$ cat src/rtl/pla_arb_pkg.sv
// ----------------------------------------------------------------------------
// pla_arb_pkg
// Shared definitions for the priority-chain arbiter slice.
//   arb_state_t  : arbiter FSM state (IDLE, BUSY)
//   DEF_N_REQ    : default number of requesters
//   DEF_HOLD_MAX : default maximum grant hold time in cycles
//   HOLD_CNT_W   : width of the hold watchdog counter
// ----------------------------------------------------------------------------
package pla_arb_pkg;

   typedef enum logic [0:0] {
      IDLE = 1'b0,
      BUSY = 1'b1
   } arb_state_t;

   localparam int DEF_N_REQ    = 5;
   localparam int DEF_HOLD_MAX = 15;
   localparam int HOLD_CNT_W   = 8;

endpackage : pla_arb_pkg

$ cat src/rtl/pla_prio_chain.sv
// ----------------------------------------------------------------------------
// pla_prio_chain
// Purely combinational rotated generate/propagate priority chain. The
// requester at index ptr has highest priority, then ptr+1, ... wrapping
// from N_REQ-1 back to 0.
// Ports:
//   req [N_REQ-1:0] : request vector
//   ptr [ID_W-1:0]  : index of the highest-priority requester
//   win [N_REQ-1:0] : one-hot winner (all zero when req == 0)
// ----------------------------------------------------------------------------
module pla_prio_chain
   import pla_arb_pkg::*;
#(
   parameter int N_REQ = DEF_N_REQ,
   parameter int ID_W  = $clog2(DEF_N_REQ)
) (
   input  logic [N_REQ-1:0] req,
   input  logic [ID_W-1:0]  ptr,
   output logic [N_REQ-1:0] win
);

   logic [N_REQ-1:0] masked_s;
   logic [N_REQ-1:0] win_lo_s;
   logic [N_REQ-1:0] win_hi_s;
   logic             carry_s;

   // Two passes over the chain unroll the rotation without a barrel shifter:
   // the first pass sees only requesters at or above ptr, the second pass sees
   // every requester but is killed by any carry (grant) left by the first.
   always_comb begin
      masked_s = '0;
      win_lo_s = '0;
      win_hi_s = '0;
      carry_s  = 1'b0;
      for (int p = 0; p < N_REQ; p++) begin
         masked_s[p] = req[p] & (p >= int'(ptr));
      end
      for (int p = 0; p < N_REQ; p++) begin
         win_lo_s[p] = masked_s[p] & ~carry_s;
         carry_s     = carry_s | masked_s[p];
      end
      for (int p = 0; p < N_REQ; p++) begin
         win_hi_s[p] = req[p] & ~carry_s;
         carry_s     = carry_s | req[p];
      end
   end

   assign win = win_lo_s | win_hi_s;

endmodule : pla_prio_chain

$ cat src/rtl/pla_chain_arbiter.sv
// ----------------------------------------------------------------------------
// pla_chain_arbiter
// Round-robin arbiter built on a rotated priority chain. A grant is issued one
// cycle after requests are sampled in IDLE and is held, ignoring req, until
// the owner pulses rel. At least one IDLE cycle separates grants.
// Optional feature macro: PLA_ARB_TIMEOUT_EN enables a hold watchdog that
// forces a release after HOLD_MAX BUSY cycles and pulses tmo.
// Ports:
//   clk              : clock, rising edge
//   rst_n            : asynchronous active-low reset
//   req  [N_REQ-1:0] : level-sensitive request lines
//   rel              : release pulse from the current owner
//   gnt  [N_REQ-1:0] : registered one-hot grant
//   gnt_id [ID_W-1:0]: binary index of the owner (0 when no grant)
//   busy             : a grant is held
//   tmo              : one-cycle pulse after a forced release
// ----------------------------------------------------------------------------
module pla_chain_arbiter
   import pla_arb_pkg::*;
#(
   parameter int N_REQ    = DEF_N_REQ,
   parameter int HOLD_MAX = DEF_HOLD_MAX
) (
   input  logic                       clk,
   input  logic                       rst_n,
   input  logic [N_REQ-1:0]           req,
   input  logic                       rel,
   output logic [N_REQ-1:0]           gnt,
   output logic [$clog2(N_REQ)-1:0]   gnt_id,
   output logic                       busy,
   output logic                       tmo
);

   localparam int ID_W = $clog2(N_REQ);

   arb_state_t       state_r;
   arb_state_t       next_state_s;
   logic [ID_W-1:0]  ptr_r;
   logic [N_REQ-1:0] gnt_r;
   logic [ID_W-1:0]  gnt_id_r;
   logic             busy_r;
   logic             tmo_r;

   logic [N_REQ-1:0] win_s;
   logic [ID_W-1:0]  win_idx_s;
   logic [ID_W-1:0]  nxt_ptr_s;
   logic             load_s;
   logic             clear_s;
   logic             tmo_next_s;

`ifdef PLA_ARB_TIMEOUT_EN
   logic [HOLD_CNT_W-1:0] hold_cnt_r;
   logic                  hold_expired_s;

   // The counter reads 0 in the first BUSY cycle, so reaching HOLD_MAX-1
   // marks the last of HOLD_MAX BUSY cycles.
   assign hold_expired_s = (hold_cnt_r == HOLD_CNT_W'(HOLD_MAX - 1));
`else
   localparam int unused_hold_max = HOLD_MAX;
`endif

   pla_prio_chain #(
      .N_REQ (N_REQ),
      .ID_W  (ID_W)
   ) u_chain (
      .req (req),
      .ptr (ptr_r),
      .win (win_s)
   );

   // One-hot to binary encode of the chain winner.
   always_comb begin
      win_idx_s = '0;
      for (int i = 0; i < N_REQ; i++) begin
         win_idx_s = win_idx_s | (win_s[i] ? ID_W'(i) : ID_W'(0));
      end
   end

   assign nxt_ptr_s = (win_idx_s == ID_W'(N_REQ - 1)) ? ID_W'(0)
                                                      : win_idx_s + ID_W'(1);

   // Next-state and grant load/clear decisions.
   always_comb begin
      next_state_s = state_r;
      load_s       = 1'b0;
      clear_s      = 1'b0;
      tmo_next_s   = 1'b0;
      case (state_r)
         IDLE: begin
            if (|req) begin
               next_state_s = BUSY;
               load_s       = 1'b1;
            end else begin
               next_state_s = IDLE;
            end
         end
         BUSY: begin
            if (rel) begin
               next_state_s = IDLE;
               clear_s      = 1'b1;
`ifdef PLA_ARB_TIMEOUT_EN
            end else if (hold_expired_s) begin
               next_state_s = IDLE;
               clear_s      = 1'b1;
               tmo_next_s   = 1'b1;
`endif
            end else begin
               next_state_s = BUSY;
            end
         end
         default: begin
            next_state_s = IDLE;
            clear_s      = 1'b1;
         end
      endcase
   end

   // State, pointer and registered outputs.
   always_ff @(posedge clk or negedge rst_n) begin
      if (!rst_n) begin
         state_r  <= IDLE;
         ptr_r    <= '0;
         gnt_r    <= '0;
         gnt_id_r <= '0;
         busy_r   <= 1'b0;
         tmo_r    <= 1'b0;
      end else begin
         state_r <= next_state_s;
         tmo_r   <= tmo_next_s;
         if (load_s) begin
            gnt_r    <= win_s;
            gnt_id_r <= win_idx_s;
            busy_r   <= 1'b1;
            ptr_r    <= nxt_ptr_s;
         end else if (clear_s) begin
            gnt_r    <= '0;
            gnt_id_r <= '0;
            busy_r   <= 1'b0;
         end
      end
   end

`ifdef PLA_ARB_TIMEOUT_EN
   // Hold watchdog: cleared when a grant is loaded, counts BUSY cycles.
   always_ff @(posedge clk or negedge rst_n) begin
      if (!rst_n) begin
         hold_cnt_r <= '0;
      end else if (load_s) begin
         hold_cnt_r <= '0;
      end else if (state_r == BUSY) begin
         hold_cnt_r <= hold_cnt_r + HOLD_CNT_W'(1);
      end
   end
`endif

   assign gnt    = gnt_r;
   assign gnt_id = gnt_id_r;
   assign busy   = busy_r;
   assign tmo    = tmo_r;

endmodule : pla_chain_arbiter

$ cat config.mk
export PLATFORM = sky130hd
export DESIGN_NAME = pla_chain_arbiter
export DESIGN_NICKNAME = d
export VERILOG_FILES = /design/src/rtl/pla_arb_pkg.sv /design/src/rtl/pla_prio_chain.sv /design/src/rtl/pla_chain_arbiter.sv
export SDC_FILE = /design/constraint.sdc
export NUM_CORES = 1
export LEC_CHECK = 0
export BUFFER_PORTS_ARGS = -buffer_cell sky130_fd_sc_hd__buf_2
export CAP_MARGIN = 20
export CORE_ASPECT_RATIO = 1.75
export CORE_MARGIN = 4
export CORE_UTILIZATION = 34
export DETAILED_ROUTE_END_ITERATION = 6
export HOLD_SLACK_MARGIN = 0.08
export REMOVE_ABC_BUFFERS = 1
export SLEW_MARGIN = 10
export SYNTH_ARGS = -nofsm -noshare
export SYNTH_HDL_FRONTEND = slang
export SYNTH_SLANG_ARGS = --single-unit
export TNS_END_PERCENT = 20
$ cat constraint.sdc
create_clock -name clk -period 2.6 [get_ports clk]
set_input_delay 0.13 -clock clk [delete_from_list [all_inputs] [get_ports clk]]
set_output_delay 0.13 -clock clk [all_outputs]
set_load 0.01 [all_outputs]
==> impl_results.html <==
<table>
<tr><th>Metric</th><th>Value</th></tr>
<tr><th colspan="2">Timing</th></tr>
<tr><td>Number of hold-slack violations in the final timing report</td><td>0</td></tr>
<tr><td>Count of pins over their slew limit</td><td>0</td></tr>
<tr><td>Setup violation total in the final timing report</td><td>0</td></tr>
<tr><td>Clock Skew</td><td>0.807 ps</td></tr>
<tr><td>Fin Setup TNS</td><td>0 ps</td></tr>
<tr><td>Post-route fraction of the period consumed by the critical path</td><td>0.822</td></tr>
<tr><td>Post-layout worst setup margin</td><td>463 ps</td></tr>
<tr><td>Worst hold margin</td><td>139 ps</td></tr>
<tr><td>Time the final worst path needs with I/O delays and setup</td><td>2140 ps</td></tr>
<tr><td>Achievable clock frequency</td><td>468 MHz</td></tr>
<tr><td>RSZ-0062 raised after global routing</td><td>no</td></tr>
<tr><th colspan="2">Global route</th></tr>
<tr><td>Global-route usage over all layers</td><td>0.123</td></tr>
<tr><td>Vias in the first global route</td><td>821</td></tr>
<tr><td>Aggregate global routing overflow</td><td>0</td></tr>
<tr><td>Antenna violations before repair</td><td>0</td></tr>
<tr><td>Global-route wire length before repair</td><td>3470 um</td></tr>
<tr><td>Maximum number of pins on one net before global-route repair</td><td>19</td></tr>
<tr><th colspan="2">Setup path</th></tr>
<tr><td>Critical path data arrival time</td><td>2260 ps</td></tr>
<tr><td>CP Launch Point</td><td>ptr_r[1]</td></tr>
<tr><td>Reg2Reg Depth</td><td>7</td></tr>
<tr><td>R2R setup slack</td><td>460 ps</td></tr>
<tr><td>Timing endpoint of the critical path</td><td>ptr_r[1]</td></tr>
<tr><td>Critical-path cell with the highest stage delay</td><td>sky130_fd_sc_hd__dfrtp_1</td></tr>
<tr><td>Worst Path Max Fanout</td><td>12</td></tr>
<tr><td>Kind of start point of the critical path</td><td>register</td></tr>
<tr><td>Required arrival time at the worst endpoint</td><td>2720 ps</td></tr>
<tr><td>Peak per-stage delay on the critical path</td><td>490 ps</td></tr>
<tr><td>Kind of end point of the critical path</td><td>register</td></tr>
<tr><td>Ordered list of cells on the worst path</td><td>nor2b_1 &gt; o32ai_1 &gt; o21ai_1 &gt; or2_1 &gt; inv_1 &gt; ha_1 &gt; mux2_2</td></tr>
<tr><td>Reg2Reg Launch Point</td><td>ptr_r[1]</td></tr>
<tr><td>R2R Path End</td><td>ptr_r[1]</td></tr>
<tr><td>Crit Path Class</td><td>register to register</td></tr>
<tr><th colspan="2">Synth</th></tr>
<tr><td>Fraction of post-synthesis cell area in the top cell type by area</td><td>0.333</td></tr>
<tr><td>Yosys warnings</td><td>0</td></tr>
<tr><td>Top area cells in the synthesized netlist</td><td>sky130_fd_sc_hd__dfrtp_1 (33%), sky130_fd_sc_hd__nor2_1 (6.2%), sky130_fd_sc_hd__o21ai_0 (5.0%)</td></tr>
<tr><td>Most frequent cell after synthesis</td><td>sky130_fd_sc_hd__nor2_1</td></tr>
<tr><td>Summed instance area of the synthesized netlist</td><td>902 sq um</td></tr>
<tr><td>Cell type with the highest aggregate area in the netlist</td><td>sky130_fd_sc_hd__dfrtp_1</td></tr>
<tr><td>Post-Synthesis Mean Instance Area</td><td>8.20 sq um</td></tr>
<tr><td>Count of different cell masters after synthesis</td><td>41</td></tr>
<tr><td>Sequential cell area fraction in the yosys report</td><td>0.333</td></tr>
<tr><td>Mapped Cells</td><td>110</td></tr>
<tr><td>Dominant synthesized flop cell</td><td>sky130_fd_sc_hd__dfrtp_1</td></tr>
<tr><td>Synth cell count leaders</td><td>sky130_fd_sc_hd__nor2_1 (15), sky130_fd_sc_hd__dfrtp_1 (12), sky130_fd_sc_hd__inv_1 (9), sky130_fd_sc_hd__o21ai_0 (9), sky130_fd_sc_hd__a21oi_1 (6)</td></tr>
<tr><td>FFs w/ async S/R, synth</td><td>1.00</td></tr>
<tr><td>Synthesized flop and latch total</td><td>12</td></tr>
<tr><td>Post-synth EDFFs</td><td>0</td></tr>
<tr><th colspan="2">Clock network</th></tr>
<tr><td>Clock buffer count from CTS</td><td>3</td></tr>
<tr><td>Clock sink count</td><td>12</td></tr>
<tr><td>Depth of the CTS H-tree</td><td>1</td></tr>
<tr><td>CTS tree</td><td>yes</td></tr>
<tr><td>Clock Root Buffer</td><td>sky130_fd_sc_hd__clkbuf_8</td></tr>
<tr><td>Clock-pin slew on the worst setup and hold paths</td><td>50 ps</td></tr>
<tr><td>Max clock buf depth</td><td>2</td></tr>
<tr><td>Count of buffers added by post-CTS timing repair for setup</td><td>0</td></tr>
<tr><td>Hold buffer count at CTS</td><td>1</td></tr>
<tr><td>Clock network latency to the later pin of the worst-skew pair</td><td>240 ps</td></tr>
<tr><td>Resized Gates After CTS</td><td>0</td></tr>
<tr><th colspan="2">Die</th></tr>
<tr><td>Die extent in y</td><td>76.1 um</td></tr>
<tr><td>Die span in x</td><td>46.9 um</td></tr>
<tr><td>Initial core utilization</td><td>0.358</td></tr>
<tr><td>Total die area</td><td>3570 sq um</td></tr>
<tr><td>Core Box Area</td><td>2520 sq um</td></tr>
<tr><td>Top-level port count</td><td>18</td></tr>
<tr><td>Rows</td><td>24</td></tr>
<tr><th colspan="2">Pwr</th></tr>
<tr><td>Worst voltage drop across the vdd grid</td><td>385 uV</td></tr>
<tr><td>Leakage dissipation</td><td>0.487 nW</td></tr>
<tr><td>Power density normalized to cell area</td><td>821 nW/um^2</td></tr>
<tr><th colspan="2">Routing</th></tr>
<tr><td>Met1 wire length</td><td>840 um</td></tr>
<tr><td>Drc violations</td><td>0</td></tr>
<tr><td>Highest routing layer actually used</td><td>met4</td></tr>
<tr><td>Via count</td><td>797</td></tr>
<tr><td>Length of routed met3 wiring</td><td>71 um</td></tr>
<tr><td>Routed met2 length</td><td>1050 um</td></tr>
<tr><td>DRT Pass-1 Iters</td><td>4</td></tr>
<tr><td>Drt first-iter violations</td><td>12</td></tr>
<tr><td>Post-detailed-route wirelength per cell</td><td>13.6 um</td></tr>
<tr><td>Routed Wire Length</td><td>2000 um</td></tr>
<tr><td>Average vias per placed instance</td><td>5.42</td></tr>
<tr><td>Residual antenna-violating net count after detailed routing</td><td>0</td></tr>
<tr><th colspan="2">Placement</th></tr>
<tr><td>Pre-CTS WS</td><td>476 ps</td></tr>
<tr><td>Number of buffer cells added on primary ports</td><td>16</td></tr>
<tr><td>Final weighted congestion in routability-driven placement</td><td>0.902</td></tr>
<tr><td>Post-detail-place hpwl</td><td>1590 um</td></tr>
<tr><th colspan="2">Layout</th></tr>
<tr><td>Fraction of layout instances using a drive strength above 1</td><td>0.223</td></tr>
<tr><td>Count of nets after finishing</td><td>132</td></tr>
<tr><td>Synth-to-Final Area Change</td><td>12.6%</td></tr>
<tr><td>Diodes inserted</td><td>0</td></tr>
<tr><th colspan="2">Run</th></tr>
<tr><td>Number of max-capacitance violations reported</td><td>0</td></tr>
<tr><th colspan="2">Outcome</th></tr>
<tr><td>Result of the run</td><td>finished, final reports clean</td></tr>
<tr><th colspan="2">Hold path</th></tr>
<tr><td>Classification of the worst-slack hold path</td><td>input port to register</td></tr>
</table>
==> power by group <==
group / internal [mW] / switching [mW] / total, mW / leakage (nW)
logic: 0.155 / 0.170 / 0.325 / 0.307
clock network: 0.134 / 0.0677 / 0.201 / 0.0288
registers: 0.230 / 0.0772 / 0.307 / 0.151
total: 0.519 / 0.315 / 0.834 / 0.487
==> how the worst min path moves through the flow <==
stage	slack [ps]	endpoint	cells past startpoint	startpoint
CTS	130	state_r	2	rel
detailed placement	30	ptr_r[0]	1	rst_n
global placement	30	ptr_r[0]	1	rst_n
finish	140	state_r	2	rel
global route	160	state_r	2	rel
floorplan	-170	busy	0	rst_n
==> layout by cell type, fill, tap and decap left out, types with 3 or more instances in the layout <==
cell type and instances:
sky130_fd_sc_hd__buf_2 16, sky130_fd_sc_hd__nor2_1 15, sky130_fd_sc_hd__dfrtp_1 12, sky130_fd_sc_hd__inv_1 9, sky130_fd_sc_hd__o21ai_0 9, sky130_fd_sc_hd__a21oi_1 6
sky130_fd_sc_hd__nand2_1 4, sky130_fd_sc_hd__clkbuf_8 4, sky130_fd_sc_hd__nand2b_1 3, sky130_fd_sc_hd__nor2b_1 3, sky130_fd_sc_hd__mux2i_1 3
==> kinds of logic after synthesis <==
kind of cell | count (synthesis) | share of synthesized area
AOI/OAI and AO/OA | 30 | 0.225
adders and majority gates | 2 | 0.0277
buffers and inverters | 19 | 0.108
DFF | 12 | 0.333
muxes | 4 | 0.0458
other | 1 | 0.00416
and+or+nand+nor | 42 | 0.257
==> sequential cells by signal, indices dropped and copies added, names as in the netlist <==
name,cells
gnt_id,2
state_r,1
ptr_r,3
gnt,5
busy,1
==> through the flow <==
| step | util | std cells | total power [mW] | instance area [sq um] |
|---|---|---|---|---|
| 5_1_grt | 0.403 | 147 | 0.904 | 1020 |
| 6_report | 0.403 | 147 | 0.834 | 1020 |
| 4_1_cts | 0.403 | 147 | 0.845 | 1020 |
| 3_3_place_gp | 0.377 | 142 | 0.628 | 951 |
| 3_5_place_dp | 0.377 | 142 | 0.640 | 951 |
| 2_1_floorplan | - | 100 | 0.534 | 838 |
==> area by class of cell <==
type | instances | area [sq um]
Sequential cell | 12 | 300
Fill cell | 276 | 1510
Multi-Input combinational cell | 79 | 504
Clock buffer | 4 | 55.1
Inverter | 9 | 33.8
Tap cell | 26 | 32.5
Timing Repair Buffer | 17 | 90.1
==> worst max-delay path, delay by kind of cell (launching register included) <==
family                   cells  cell delay (ps)
multiplexers                 1              260
adder cells (fa/ha/maj)      1              210
AND/OR/NAND/NOR              2              470
AO/OA/AOI/OAI                2              520
buffers and inverters        1               70
flip-flops                   1              490
==> per-layer routing <==
layer,GRT usage,vias to the layer above
li1,-,406
met1,0.144,372
met2,0.217,15
met3,0.00946,4
met4,0.0443,0
met5,0,-
No activity file was read; power rests on OpenSTA's default activity.
